`src/rtl/reg_writeback_queue.sv`:
```
// rtl/reg_writeback_queue.sv - register writeback FIFO with pending-write forwarding
module reg_writeback_queue #(
   parameter int DEPTH   = 4,
   parameter bit DROP_R0 = 1'b1
) (
   input  logic        clk,
   input  logic        rst,
   input  logic        flush,
   input  logic        hold,
   input  logic        in_valid,
   input  logic [4:0]  in_reg,
   input  logic [31:0] in_data,
   output logic        in_ready,
   output logic        regWrite,
   output logic [4:0]  writeReg,
   output logic [31:0] writeData,
   input  logic [4:0]  rs,
   input  logic [4:0]  rt,
   output logic        rsPending,
   output logic        rtPending,
   output logic [31:0] rsFwd,
   output logic [31:0] rtFwd
);

   localparam int            PW      = (DEPTH > 1) ? $clog2(DEPTH) : 1;
   localparam logic [PW:0]   DEPTH_C = (PW + 1)'(DEPTH);

   logic [4:0]    mem_reg_q  [DEPTH];
   logic [31:0]   mem_data_q [DEPTH];
   logic [PW-1:0] rd_ptr_q, wr_ptr_q;
   logic [PW:0]   count_q, count_d;
   logic          regwrite_q;
   logic [4:0]    writereg_q;
   logic [31:0]   writedata_q;

   logic          push_fire, enq, pop;

   // A push handshake completes whenever the queue has room; r0 writes are
   // swallowed without occupying a slot when DROP_R0 is set.
   assign in_ready  = (count_q < DEPTH_C);
   assign push_fire = in_valid && in_ready && !flush;
   assign enq       = push_fire && !(DROP_R0 && (in_reg == 5'd0));
   assign pop       = (count_q != '0) && !hold && !flush;

   assign regWrite  = regwrite_q;
   assign writeReg  = writereg_q;
   assign writeData = writedata_q;

   // Occupancy next state from the push/pop pair
   always_comb begin
      count_d = count_q;
      case ({enq, pop})
         2'b10:   count_d = count_q + 1'b1;
         2'b01:   count_d = count_q - 1'b1;
         default: count_d = count_q;
      endcase
   end

   // FIFO storage write; contents are not reset, only pointers/count are
   always_ff @(posedge clk) begin
      if (enq) begin
         mem_reg_q[wr_ptr_q]  <= in_reg;
         mem_data_q[wr_ptr_q] <= in_data;
      end
   end

   // Pointers, occupancy and registered write-port stage; rst beats flush beats push/pop
   always_ff @(posedge clk) begin
      if (rst) begin
         count_q     <= '0;
         rd_ptr_q    <= '0;
         wr_ptr_q    <= '0;
         regwrite_q  <= 1'b0;
         writereg_q  <= '0;
         writedata_q <= '0;
      end else if (flush) begin
         count_q    <= '0;
         rd_ptr_q   <= '0;
         wr_ptr_q   <= '0;
         regwrite_q <= 1'b0;
      end else begin
         count_q <= count_d;
         if (enq) begin
            wr_ptr_q <= wr_ptr_q + 1'b1;
         end
         if (pop) begin
            rd_ptr_q    <= rd_ptr_q + 1'b1;
            regwrite_q  <= 1'b1;
            writereg_q  <= mem_reg_q[rd_ptr_q];
            writedata_q <= mem_data_q[rd_ptr_q];
         end else begin
            regwrite_q <= 1'b0;
         end
      end
   end

   // Scan output stage first, then FIFO oldest to newest so the youngest match wins
   function automatic logic [32:0] lookup(input logic [4:0] q);
      logic          hit;
      logic [31:0]   d;
      logic [PW-1:0] idx;
      hit = regwrite_q && (writereg_q == q);
      d   = hit ? writedata_q : 32'd0;
      for (int i = 0; i < DEPTH; i++) begin
         idx = rd_ptr_q + PW'(i);
         if (((PW + 1)'(i) < count_q) && (mem_reg_q[idx] == q)) begin
            hit = 1'b1;
            d   = mem_data_q[idx];
         end
      end
      if (DROP_R0 && (q == 5'd0)) begin
         hit = 1'b0;
         d   = 32'd0;
      end
      return {hit, d};
   endfunction

   // Operand hazard queries against the pending set
   always_comb begin
      {rsPending, rsFwd} = lookup(rs);
      {rtPending, rtFwd} = lookup(rt);
   end

endmodule

```
`config.mk`:
```
export PLATFORM = sky130hd
export DESIGN_NAME = reg_writeback_queue
export DESIGN_NICKNAME = d
export VERILOG_FILES = /design/src/rtl/reg_writeback_queue.sv
export SDC_FILE = /design/constraint.sdc
export NUM_CORES = 1
export LEC_CHECK = 0
export CORE_ASPECT_RATIO = 0.9
export CORE_MARGIN = 5
export CORE_UTILIZATION = 33
export DETAILED_ROUTE_END_ITERATION = 12
export PLACE_DENSITY = 0.59
export SETUP_SLACK_MARGIN = 0.5
export SLEW_MARGIN = 10
export SYNTH_ARGS = -nofsm -noshare
export SYNTH_HDL_FRONTEND = slang
export SYNTH_SLANG_ARGS = --single-unit
```
`constraint.sdc`:
```
create_clock -name clk -period 3.5 [get_ports clk]
set_input_delay 0.35 -clock clk [delete_from_list [all_inputs] [get_ports clk]]
set_output_delay 0.35 -clock clk [all_outputs]
set_load 0.02 [all_outputs]
```
==> flow_summary.rst <==
.. list-table::
   :header-rows: 1

   * - Metric
     - Value
   * - CTS tree
     - yes
   * - Routability Congestion
     - 0.854
   * - Highest cell delay on the worst timing path
     - 0.56 ns
   * - Slew Limit Fails
     - 0
   * - EDFF count, synth
     - 148
   * - Number of maximum-capacitance constraint violations
     - 0
   * - FF-to-FF path depth
     - 4
   * - Main flop type after synthesis
     - sky130_fd_sc_hd__edfxtp_1
   * - Largest area contributor in the netlist
     - sky130_fd_sc_hd__edfxtp_1
   * - Mean instance size in the synthesized netlist
     - 12.3 µm²
   * - Routed WL per cell
     - 26.7 µm
   * - Root buffer cell
     - sky130_fd_sc_hd__clkbuf_16
   * - Measured slew at the worst slew-check pin
     - 0.896 ns
   * - Crit Path Max Fanout
     - 4
   * - Class of the tightest hold or removal check
     - register to register
   * - Height of the chip
     - 201 µm
   * - Clock period minus final worst setup slack
     - 3.69 ns
   * - Max rail drop VDD
     - 0.000307 V
   * - Crit path required time
     - 3.15 ns
   * - Count of final hold-check violations
     - 0
   * - Worst path cell trace
     - buf_12, buf_4, mux4_2, xor2_2, nor3_4, o211a_4, buf_12, buf_8, buf_4, a221oi_2, o31ai_1, buf_4, buf_6
   * - Maximum count of clock buffers along a single path
     - 2
   * - Worst endpoint data arrival time
     - 3.34 ns
   * - Port-buffer cells
     - 156
   * - Status
     - complete, but fails checks
   * - Count of mapped cells out of synthesis
     - 1091
   * - Average vias per placed instance
     - 6.19
   * - Remaining DRCs
     - 0
   * - Cell at the slowest stage of the critical path
     - sky130_fd_sc_hd__mux4_2
   * - Final clock skew
     - 0.0171 ns
   * - Mapped Area
     - 0.0134 mm²
   * - Pin count of the biggest net entering global routing
     - 59
   * - Pwr per Cell Area
     - 264 mW/mm²
   * - Post-synth net total
     - 1152
   * - Async set-reset flop share out of synthesis
     - 0%
   * - Total power draw
     - 5.30 mW
   * - Sequential fraction of the synthesis area
     - 40.1%
   * - Count of nets after finishing
     - 1438
   * - Number of endpoints failing setup at the final stage
     - 58
   * - Fraction of final layout cells with drive strength greater than 1
     - 48.8%
   * - Hold-fix buffers at CTS
     - 0
   * - Violation count after the first detailed-routing iteration
     - 1385
   * - Count of standard-cell rows
     - 70
   * - Number of warning messages in the yosys log
     - 0
   * - Endpoint of the most critical register-to-register path
     - mem_data_q[0][8]$_DFFE_PP_
   * - Portion of the clock cycle consumed by the worst path in the final layout
     - 105%
   * - Worst Setup Start Kind
     - register
   * - Violations in the final reports
     - setup timing
   * - Number of antenna violations at the first check in global routing
     - 5
   * - Type of the setup path with the least slack
     - register to primary output
   * - Flip-flop and latch count after synthesis
     - 195
   * - RR Startpoint
     - count_q[2]$_SDFFE_PP0P_
   * - Cell types with the largest area share after synthesis
     - sky130_fd_sc_hd__edfxtp_1 33%, sky130_fd_sc_hd__mux4_2 17%, sky130_fd_sc_hd__dfxtp_1 7.0%
   * - RSZ-0062 raised after global routing
     - true
   * - DR vias
     - 12000
   * - Die width
     - 223 µm
   * - Combined flip-flop and latch cell area
     - 0.00540 mm²
   * - Synth top area share
     - 33.1%
   * - Maximum clock frequency
     - 271 MHz
   * - Fill cells
     - 3393
   * - Slack of the worst reg-to-reg path
     - 1.19 ns
   * - TritonCTS buffer count
     - 17
   * - Hold path startpoint
     - writeData[4]$_SDFFE_PP0P_
   * - Pleak
     - 6.54 nW
   * - Tot GR Track Use
     - 21.3%
   * - Source-to-sink clock delay at the later pin of the worst-skew pair
     - 0.45 ns
   * - Final antenna-violating net count
     - 0
   * - Placeable Area
     - 0.0404 mm²
   * - Die ar.
     - 0.0448 mm²
   * - Unique cell type count in the Yosys netlist
     - 50
   * - Fin Setup TNS
     - -4.53 ns
   * - Endpoint kind of the worst setup timing path
     - primary output
   * - Final worst-path setup slack
     - -0.187 ns
   * - Post-DP HPWL
     - 31500 µm
   * - Count of boundary I/O pins
     - 157
   * - Area of combinational cells with multiple inputs
     - 0.00897 mm²
   * - First-pass GRT wire length
     - 74300 µm
   * - Initial cell density of the core
     - 33.2%
   * - Vias in the first global route
     - 11600
   * - Final global-route overflow total
     - 0
   * - Worst setup path start
     - rd_ptr_q[0]$_SDFFE_PP0P_
   * - Area overhead of the layout relative to synthesis
     - 49.5%
   * - CTS H-tree lvls
     - 4
   * - Number of sinks on the clock net
     - 195
   * - Wire length after detailed routing
     - 51600 µm
   * - Reg clk slew, reported paths
     - 0.09 ns
   * - Capture point of the worst path
     - rsFwd[23]
   * - Most used standard cells in the synthesized netlist
     - 148 x sky130_fd_sc_hd__edfxtp_1, 102 x sky130_fd_sc_hd__mux4_2, 85 x sky130_fd_sc_hd__a21oi_1
   * - Most used standard cell by instance count after synthesis
     - sky130_fd_sc_hd__edfxtp_1
   * - DR pass1 iterations
     - 6
   * - Cell repeated most along the worst path
     - sky130_fd_sc_hd__buf_4
   * - Headroom to the max-slew limit
     - 40.3%
## layer usage
layer / vias to the layer above / part of all wire, % / global-route usage, %
li1: 5075 / - / -
met1: 6113 / 40 / 28.8
met4: 8 / 2.6 / 5.69
met2: 643 / 48 / 34.8
met3: 115 / 9.0 / 4.86
met5: - / 0.11 / 0
## worst min path at each step
stage,endpoint,depth (start not counted)
finish,writeData[4]$_SDFFE_PP0P_,2
global route,mem_data_q[2][19]$_DFFE_PP_,1
CTS,regWrite$_SDFF_PP0_,3
detailed placement,writeData[20]$_SDFFE_PP0P_,2
global placement,writeData[20]$_SDFFE_PP0P_,2
floorplan,mem_data_q[0][0]$_DFFE_PP_,0
## cell type report
cell class                      instances  share of cell area, %
Tap cell                              540                   3.37
Inverter                                9                  0.168
Timing Repair Buffer                  391                   21.6
Sequential cell                       195                   26.9
Multi-Input combinational cell        763                   44.7
Clock buffer                           17                   2.12
Antenna cell                            1                 0.0125
Clock inverter                         15                   1.08
## what timing repair did
action / 4_1_cts / 5_1_grt
pin swaps: 47 / 41
gates cloned: 9 / 4
setup endpoints to repair: 66 / 66
resized for setup: 519 / 133
hold endpoints to repair: 0 / 0
setup buffers: 63 / 36
## stage by stage
| step | hold slack, ns | util [%] | cell area (µm²) | std cells | setup WS (ns) |
|---|---|---|---|---|---|
| after floorplan | 0.449 | - | 13400 | 1091 | 0.568 |
| after global placement | 0.483 | 40.8 | 16500 | 1786 | -0.135 |
| after detailed placement | 0.488 | 40.8 | 16500 | 1786 | -0.0783 |
| after CTS | 0.502 | 46.7 | 18900 | 1890 | -0.0965 |
| after global routing | 0.519 | 49.7 | 20100 | 1931 | -0.212 |
| final | 0.522 | 49.7 | 20100 | 1931 | -0.187 |
## power breakdown
group | leakage [nW] | switching, mW | internal, mW | total (mW)
Sequential | 1.73 | 0.0335 | 2.52 | 2.55
Clock | 0.310 | 1.01 | 1.16 | 2.18
Combinational | 4.51 | 0.317 | 0.254 | 0.571
## flip-flops by register name, indices dropped and copies added (netlist names), named ones only
register and cells:
regWrite 1, rd_ptr_q 2, count_q 3, mem_data_q 128, mem_reg_q 20, wr_ptr_q 2
writeReg 5, writeData 32
## kinds of logic (layout without fill, tap and decap cells)
family | Yosys count | in the layout | synth area share (%)
mux | 155 | 155 | 21.3
buf+inv | 133 | 432 | 4.94
simple gates | 253 | 253 | 8.86
compound gates | 290 | 290 | 20.3
fa+ha+maj | 9 | 9 | 0.839
flops | 195 | 195 | 40.1
other cells | 0 | 1 | 0
xor+xnor | 56 | 56 | 3.65
## cells in the final DEF (no fill, tap or decap), types with 23 or more instances in the layout
| cell type | n |
|---|---|
| sky130_fd_sc_hd__buf_6 | 63 |
| sky130_fd_sc_hd__nor4_1 | 28 |
| sky130_fd_sc_hd__nor2_1 | 63 |
| sky130_fd_sc_hd__edfxtp_1 | 148 |
| sky130_fd_sc_hd__buf_4 | 158 |
| sky130_fd_sc_hd__mux2i_1 | 29 |
| sky130_fd_sc_hd__xnor2_1 | 25 |
| sky130_fd_sc_hd__mux4_2 | 102 |
| sky130_fd_sc_hd__mux2_2 | 23 |
| sky130_fd_sc_hd__a21oi_1 | 84 |
| sky130_fd_sc_hd__nand2_1 | 78 |
| sky130_fd_sc_hd__clkdlybuf4s50_1 | 89 |
| sky130_fd_sc_hd__a221oi_2 | 36 |
| sky130_fd_sc_hd__dfxtp_1 | 43 |
| sky130_fd_sc_hd__nor3_1 | 29 |
| sky130_fd_sc_hd__o41ai_4 | 27 |
| sky130_fd_sc_hd__buf_12 | 49 |
| sky130_fd_sc_hd__a32oi_2 | 32 |
## critical path: cells and delay by family, from the launching register on
kind | cells | cell delay, ns
AO/OA/AOI/OAI | 3 | 0.56
XOR/XNOR | 1 | 0.23
buffers and inverters | 7 | 0.86
flip-flops | 1 | 0.38
multiplexers | 1 | 0.56
AND/OR/NAND/NOR | 1 | 0.29
Note: power is estimated with default switching activity, not from simulation.
